`src/rtl/intc_pkg.sv`:
```
// intc_pkg: shared types for the interrupt controller.
// Holds NUM_IRQ, the FSM state enum and the one-hot priority select.
package intc_pkg;

    localparam int NUM_IRQ = 4;

    typedef enum logic [1:0] {
        IDLE,
        ACTIVE,
        SERVICE
    } state_t;

    // Lowest set bit of req as a one-hot vector; zero in, zero out.
    function automatic logic [NUM_IRQ-1:0] prio_sel(
        input logic [NUM_IRQ-1:0] req
    );
        logic [NUM_IRQ-1:0] g;
        g = '0;
        for (int i = NUM_IRQ - 1; i >= 0; i--) begin
            if (req[i]) begin
                g    = '0;
                g[i] = 1'b1;
            end
        end
        return g;
    endfunction

endpackage

```
`src/rtl/intc_if.sv`:
```
// intc_if: CPU/peripheral side signals of the interrupt controller.
// master: irq, fin_interrup (+ mask_we, mask_data with INTC_MASK_EN)
// drive; slave: interrup, p_entrada, pending drive.
interface intc_if;
    import intc_pkg::*;

    logic [NUM_IRQ-1:0] irq;
    logic               fin_interrup;
`ifdef INTC_MASK_EN
    logic               mask_we;
    logic [NUM_IRQ-1:0] mask_data;
`endif
    logic               interrup;
    logic [NUM_IRQ-1:0] p_entrada;
    logic [NUM_IRQ-1:0] pending;

`ifdef INTC_MASK_EN
    modport master (
        output irq, fin_interrup, mask_we, mask_data,
        input  interrup, p_entrada, pending
    );
    modport slave (
        input  irq, fin_interrup, mask_we, mask_data,
        output interrup, p_entrada, pending
    );
`else
    modport master (
        output irq, fin_interrup,
        input  interrup, p_entrada, pending
    );
    modport slave (
        input  irq, fin_interrup,
        output interrup, p_entrada, pending
    );
`endif

endinterface

```
`src/rtl/intc_prio_enc.sv`:
```
// intc_prio_enc: combinational fixed-priority encoder.
// req -> gnt, lowest index wins, one-hot out, zero when req is zero.
module intc_prio_enc
    import intc_pkg::*;
(
    input  logic [NUM_IRQ-1:0] req,
    output logic [NUM_IRQ-1:0] gnt
);

    assign gnt = prio_sel(req);

endmodule

```
`src/rtl/intc.sv`:
```
// intc: 4-line edge-triggered interrupt controller, one service at a time.
// Ports: clk, reset (sync, active high), bus (intc_if.slave).
// INTC_MASK_EN adds a writable mask register; otherwise mask is 0.
module intc
    import intc_pkg::*;
(
    input  logic   clk,
    input  logic   reset,
    intc_if.slave  bus
);

    state_t             state_q, state_d;
    logic [NUM_IRQ-1:0] irq_q;
    logic [NUM_IRQ-1:0] pend_q;
    logic [NUM_IRQ-1:0] grant_q, grant_d;
    logic [NUM_IRQ-1:0] mask;
    logic [NUM_IRQ-1:0] rise;
    logic [NUM_IRQ-1:0] clr;
    logic [NUM_IRQ-1:0] elig;
    logic [NUM_IRQ-1:0] sel;

    assign rise = bus.irq & ~irq_q;
    assign elig = pend_q & ~mask;

    intc_prio_enc u_prio (
        .req (elig),
        .gnt (sel)
    );

`ifdef INTC_MASK_EN
    always_ff @(posedge clk) begin
        if (reset) begin
            mask <= '0;
        end else if (bus.mask_we) begin
            mask <= bus.mask_data;
        end
    end
`else
    assign mask = '0;
`endif

    // A new rise overrides the grant clear on the same edge.
    always_ff @(posedge clk) begin
        if (reset) begin
            irq_q  <= '0;
            pend_q <= '0;
        end else begin
            irq_q  <= bus.irq;
            pend_q <= (pend_q & ~clr) | rise;
        end
    end

    always_ff @(posedge clk) begin
        if (reset) begin
            state_q <= IDLE;
            grant_q <= '0;
        end else begin
            state_q <= state_d;
            grant_q <= grant_d;
        end
    end

    always_comb begin
        state_d       = state_q;
        grant_d       = grant_q;
        clr           = '0;
        bus.interrup  = 1'b0;
        bus.p_entrada = '0;
        unique case (state_q)
            IDLE: begin
                if (|elig) begin
                    state_d = ACTIVE;
                    grant_d = sel;
                end
            end
            ACTIVE: begin
                bus.interrup  = 1'b1;
                bus.p_entrada = grant_q;
                clr           = grant_q;
                state_d       = SERVICE;
            end
            SERVICE: begin
                bus.p_entrada = grant_q;
                if (bus.fin_interrup) begin
                    state_d = IDLE;
                end
            end
            default: state_d = IDLE;
        endcase
    end

    assign bus.pending = pend_q;

endmodule

```
`src/flat_wrapper.sv`:
```
// flat-port wrapper written by rule: the top's interface ports become plain ports
module intc_flat import intc_pkg::*;
  (clk, reset, bus_irq, bus_fin_interrup, bus_interrup, bus_p_entrada, bus_pending);
  intc_if bus_i ();
  input  logic clk;
  input  logic reset;
  input wire logic [$bits(bus_i.irq)-1:0] bus_irq;
  input wire logic [$bits(bus_i.fin_interrup)-1:0] bus_fin_interrup;
  output wire logic [$bits(bus_i.interrup)-1:0] bus_interrup;
  output wire logic [$bits(bus_i.p_entrada)-1:0] bus_p_entrada;
  output wire logic [$bits(bus_i.pending)-1:0] bus_pending;
  assign bus_i.irq = bus_irq;
  assign bus_i.fin_interrup = bus_fin_interrup;
  assign bus_interrup = bus_i.interrup;
  assign bus_p_entrada = bus_i.p_entrada;
  assign bus_pending = bus_i.pending;
  intc u_core (.clk(clk), .reset(reset), .bus(bus_i));
endmodule
```
`config.mk`:
```
export PLATFORM = sky130hd
export DESIGN_NAME = intc_flat
export DESIGN_NICKNAME = d
export VERILOG_FILES = /design/src/rtl/intc_pkg.sv /design/src/rtl/intc_if.sv /design/src/rtl/intc_prio_enc.sv /design/src/rtl/intc.sv /design/src/flat_wrapper.sv
export SDC_FILE = /design/constraint.sdc
export NUM_CORES = 1
export LEC_CHECK = 0
export CORE_MARGIN = 1
export CORE_UTILIZATION = 49
export DETAILED_ROUTE_END_ITERATION = 6
export PLACE_DENSITY = 0.84
export SLEW_MARGIN = 10
export SYNTH_ARGS = -nofsm -noshare
export SYNTH_HDL_FRONTEND = slang
export SYNTH_SLANG_ARGS = --single-unit
```
`constraint.sdc`:
```
create_clock -name clk -period 2.3 [get_ports clk]
set_input_delay 0.23 -clock clk [delete_from_list [all_inputs] [get_ports clk]]
set_output_delay 0.23 -clock clk [all_outputs]
set_load 0.005 [all_outputs]
```
Word-level counts from Yosys, hierarchy flattened
Index checks and enable logic that the tools add are counted.
- bits in registers: 14
- input port bits: 7
- output and inout bits: 9
- eq/ne operators: 4
- multiplexer cells: 10
- bitwise gates (word level): 5
- reductions and logical operators: 5
- operator list (operator ; number):
    $mux W4 ; 6
    $and A4 B4 Y4 ; 2
    $not A4 Y4 ; 2
    $pmux W2 S3 ; 1
    $mux W2 ; 2
    $or A4 B4 Y4 ; 1
    $reduce_and A2 Y1 ; 2
    $reduce_or A4 Y1 ; 1
    $eq A2 B1 Y1 const B ; 1
    $eq A2 B2 Y1 const B ; 1
    $logic_not A2 Y1 ; 1
    $ne A2 B1 Y1 const B ; 1
    $ne A2 B2 Y1 const B ; 1
    $reduce_or A2 Y1 ; 1
    $mux W1 ; 1

Longest topological paths before layout
- depth after elaboration: 5
- mapped depth: 6

Hierarchy
Synthesis repeated with hierarchy kept, for this count alone.
- cells, all modules: 73
- area total of the unflattened synthesis: 664.4 um^2
- by module, submodules not included (module ; times used ; cells an instance ; area an instance (um^2) ; seq. area each (um^2)):
    intc ; 1 ; 69 ; 625.6 ; 280.3
    intc_prio_enc ; 1 ; 4 ; 38.8 ; 0.0

Worst setup path before layout
Ideal clock, no wire load.
- path kind: reg-to-reg
- start: reg u_core.state_q[1]
- end: reg u_core.state_q[1]
- setup time: 136 ps
- data arrival time: 1156 ps
- path slack: 1009 ps
- cell stages (with the launch flop): 7
- buffers on the path: 1
- clock period less this slack: 1291 ps
- cells stage by stage: dfxtp_1 inv_1 ha_1 clkbuf_1 inv_1 a41oi_1 o311ai_2
- longest elaborated chain between the ends: 3
- RTL lines (item ; line ; RTL):
    from (decl) ; intc.sv:12 ; state_t state_q, state_d;
    from (signal assigned) ; intc.sv:58 ; state_q <= state_d;
    $eq A2 B2 Y1 / $logic_not A2 Y1 (equally long branches) ; intc.sv:69 ; unique case (state_q)
    $ne A2 B2 Y1 (no source line) / $ne A2 B1 Y1 (equally long branches) ; n/a ;
    $reduce_and A2 Y1 (no source line) ; n/a ;
Parallel ways exist; a longest one is shown, timed or not.
A chain may end at the register's enable or synchronous reset.

Worst setup path after layout
- start: reg u_core.state_q[0]
- end: out bus_p_entrada[2]
- longest elaborated chain between the ends: 3
- RTL lines (item ; line ; RTL):
    $eq A2 B1 Y1 / $eq A2 B2 Y1 (equally long branches) ; intc.sv:69 ;
    $reduce_or A2 Y1 (no source line) * ; n/a ;
    $mux W4 * ; intc.sv:69 ;
    to (decl) ; flat_wrapper.sv:10 ; output wire logic [$bits(bus_i.p_entrada)-1:0] bus_p_entrada;
Mark *: on every way between the ends. The rest lies on a longest branch, timed or not.

==> qor.txt <==
Syn_nets - 85
Least-Margin Pin Slew - 0.378 ns
Nets - 102
CTS root buf - clkbuf_4
Ys Warns - 0
Mapped Cells - 74
Die area - 1480 um2
Slew HR - 0.745
Crit path time final - 1.95 ns
Initial DRT Pass Iterations - 4
Total number of vias - 569
Clock Latency Late Sink - 0.28 ns
Achievable Freq - 0.513 GHz
Port bufs - 15
Area after DPL - 801 um2
Hold_buf cts - 0
Leakage - 0.320 nW
Die Wd - 38.5 um
Count leader, synth - dfxtp_1
Grt total ovfl - 0
WL final - 1.29 mm
CP Capture Type - output port
DP Wirelength - 965 um
Unrepaired setup endpoints after global routing - false
Vias in the first global route - 537
Count of cell types in the netlist - 23
CTS tree - done
DR iter-0 viols - 9
Data arrival, critical path - 1.72 ns
Deepest clock path buffer count - 2
Vias/cell - 5.52
Synth area leaders - dfxtp_1 43%, ha_1 7.7%, nor2b_1 7.7%, a21oi_1 5.4%, nand2_1 4.6%
Post-route ant nets - 0
FF-to-FF path depth - 5
Peak supply drop - 0.493 mV
Final Max Tran Viols - 0
ANT cells - 0
Post-Syn Area - 652 um2
DRC Markers - 0
Final instance area - 823 um2
Worst Hold Class - flip-flop to flip-flop
Reg-to-reg slack, setup - 0.87 ns
Crit Path Class - flip-flop to output port
R2r startpoint - u_core.state_q[1]
Sum of negative setup slack - 0 ns
Starting density of the core - 0.557
EDFF count, synth - 0
Total GRT Usage - 0.232
Io pins - 16
Cells along the critical path - inv_1 > ha_1 > and2_1 > clkdlybuf4s50_1
Clock sinks - 14
Fill cell count - 106
Maxcap violations - 0
Critical Path Max Stage Delay - 0.50 ns
Gpl congestion - 0.838
CTS buffer count - 3
Core footprint - 1170 um2
Post-synth top area cell - dfxtp_1
Share of the synthesized area in the top cell type - 0.430
Critical path endpoint - bus_p_entrada[2]
Area growth from synthesis to layout - 26.3%
Commonest cells post-synth - 14 x dfxtp_1, 8 x nand2_1, 8 x nor2_1, 8 x nor2b_1, 7 x a21oi_1
Critical Path Start Type - flip-flop
Post-synthesis sequential area ratio - 0.430
Clk_skew - 0.00324 ns
Power density over the cells - 791 nW/um2
Crit path from - u_core.state_q[0]
Peak fanout along the critical path - 4
Antenna violations before repair - 0
First-pass GRT wire length - 2.24 mm
Die H - 38.5 um
Final critical-path share of the clock period - 0.847
Critical path's slowest cell - clkdlybuf4s50_1
Post-cts repair resize count - 0
Async set-or-reset flop fraction in the synthesized netlist - 0
CTS clk-pin slew, worst paths - 0.08 ns
Syn Area/Cell - 8.81 um2
Rows - 12
Drt wl/cell - 12.5 um
Post-CTS setup buffers - 0
Required time of the worst setup path - 2.07 ns
H-tree depth - 1
RR Endpoint - u_core.state_q[1]
Outcome - finished, final reports clean
Top_reg_cell synth - dfxtp_1
Final setup violation count - 0
Yosys reg bits - 14
Final Hold Fails - 0
Largest net degree at the start of global routing - 15
Layout cells sized above 1 - 0.0674
==> worst min path at each step <==
stage                        end  slack [ns]         startpoint  cells after the start
5_1_grt        u_core.grant_q[0]        0.52  u_core.grant_q[0]                      2
3_3_place_gp   u_core.grant_q[0]        0.47  u_core.grant_q[0]                      2
2_1_floorplan    u_core.irq_q[0]        0.30              reset                      1
3_5_place_dp   u_core.grant_q[0]        0.48  u_core.grant_q[0]                      2
6_report       u_core.grant_q[0]        0.49  u_core.grant_q[0]                      2
4_1_cts        u_core.grant_q[0]        0.49  u_core.grant_q[0]                      2
==> stage by stage <==
| stage | total power, mW | hold slack, ns | setup WS [ns] | utilization | std cells |
|---|---|---|---|---|---|
| final | 0.651 | 0.490 | 0.352 | 0.703 | 103 |
| after global placement | 0.507 | 0.470 | 0.693 | 0.684 | 100 |
| after global routing | 0.690 | 0.518 | 0.248 | 0.703 | 103 |
| after floorplan | 0.437 | 0.302 | 1.01 | - | 74 |
| after CTS | 0.655 | 0.490 | 0.334 | 0.703 | 103 |
| after detailed placement | 0.519 | 0.476 | 0.661 | 0.684 | 100 |
==> metal layers <==
layer / vias to the layer above / track usage / routed length (um)
met5: - / 0 / 0
met2: 15 / 0.356 / 584
met3: 4 / 0.0523 / 48
met1: 267 / 0.286 / 630
met4: 0 / 0.155 / 26
li1: 283 / - / -
==> sequential cells by signal, indices dropped and copies added (netlist names) <==
name and cells:
u_core.irq_q 4, u_core.bus.pending 4, u_core.grant_q 4, u_core.state_q 2
==> final cells by class <==
type / instances / area [um2] / share of cell area
Tap cell: 14 / 17.5 / 0.0213
Multi-Input combinational cell: 52 / 330 / 0.401
Sequential cell: 14 / 280 / 0.340
Inverter: 4 / 15.0 / 0.0182
Timing Repair Buffer: 16 / 158 / 0.191
Clock buffer: 3 / 22.5 / 0.0274
==> cells by family after synthesis <==
kind of cell,synth area share
adder cells (fa/ha/maj),0.0768
flip-flops,0.430
AO/OA/AOI/OAI,0.155
buffers and inverters,0.0633
AND/OR/NAND/NOR,0.274
==> power by group <==
part	leakage, nW	total (mW)	switching (mW)	internal (mW)
Combinational	0.191	0.211	0.105	0.106
Clock	0.0138	0.140	0.0790	0.0608
Sequential	0.116	0.300	0.0282	0.272
Total	0.320	0.651	0.212	0.438
==> cell usage in the layout, fill, tap and decap left out, types with 2 or more instances in the layout <==
cell             count
and2_1               4
nor2_1               8
inv_1                4
a21oi_1              7
nor2b_1              8
ha_1                 4
dfxtp_1             14
clkdlybuf4s50_1     15
nand2_1              8
clkbuf_4             3
nor3_1               2
==> worst max-delay path: cells and delay by family (launching register included) <==
kind                     cells  cell delay [ns]
adder cells (fa/ha/maj)      1             0.31
buffers and inverters        2             0.58
flip-flops                   1             0.39
AND/OR/NAND/NOR              1             0.15
No activity file was read; power rests on OpenSTA's default activity.
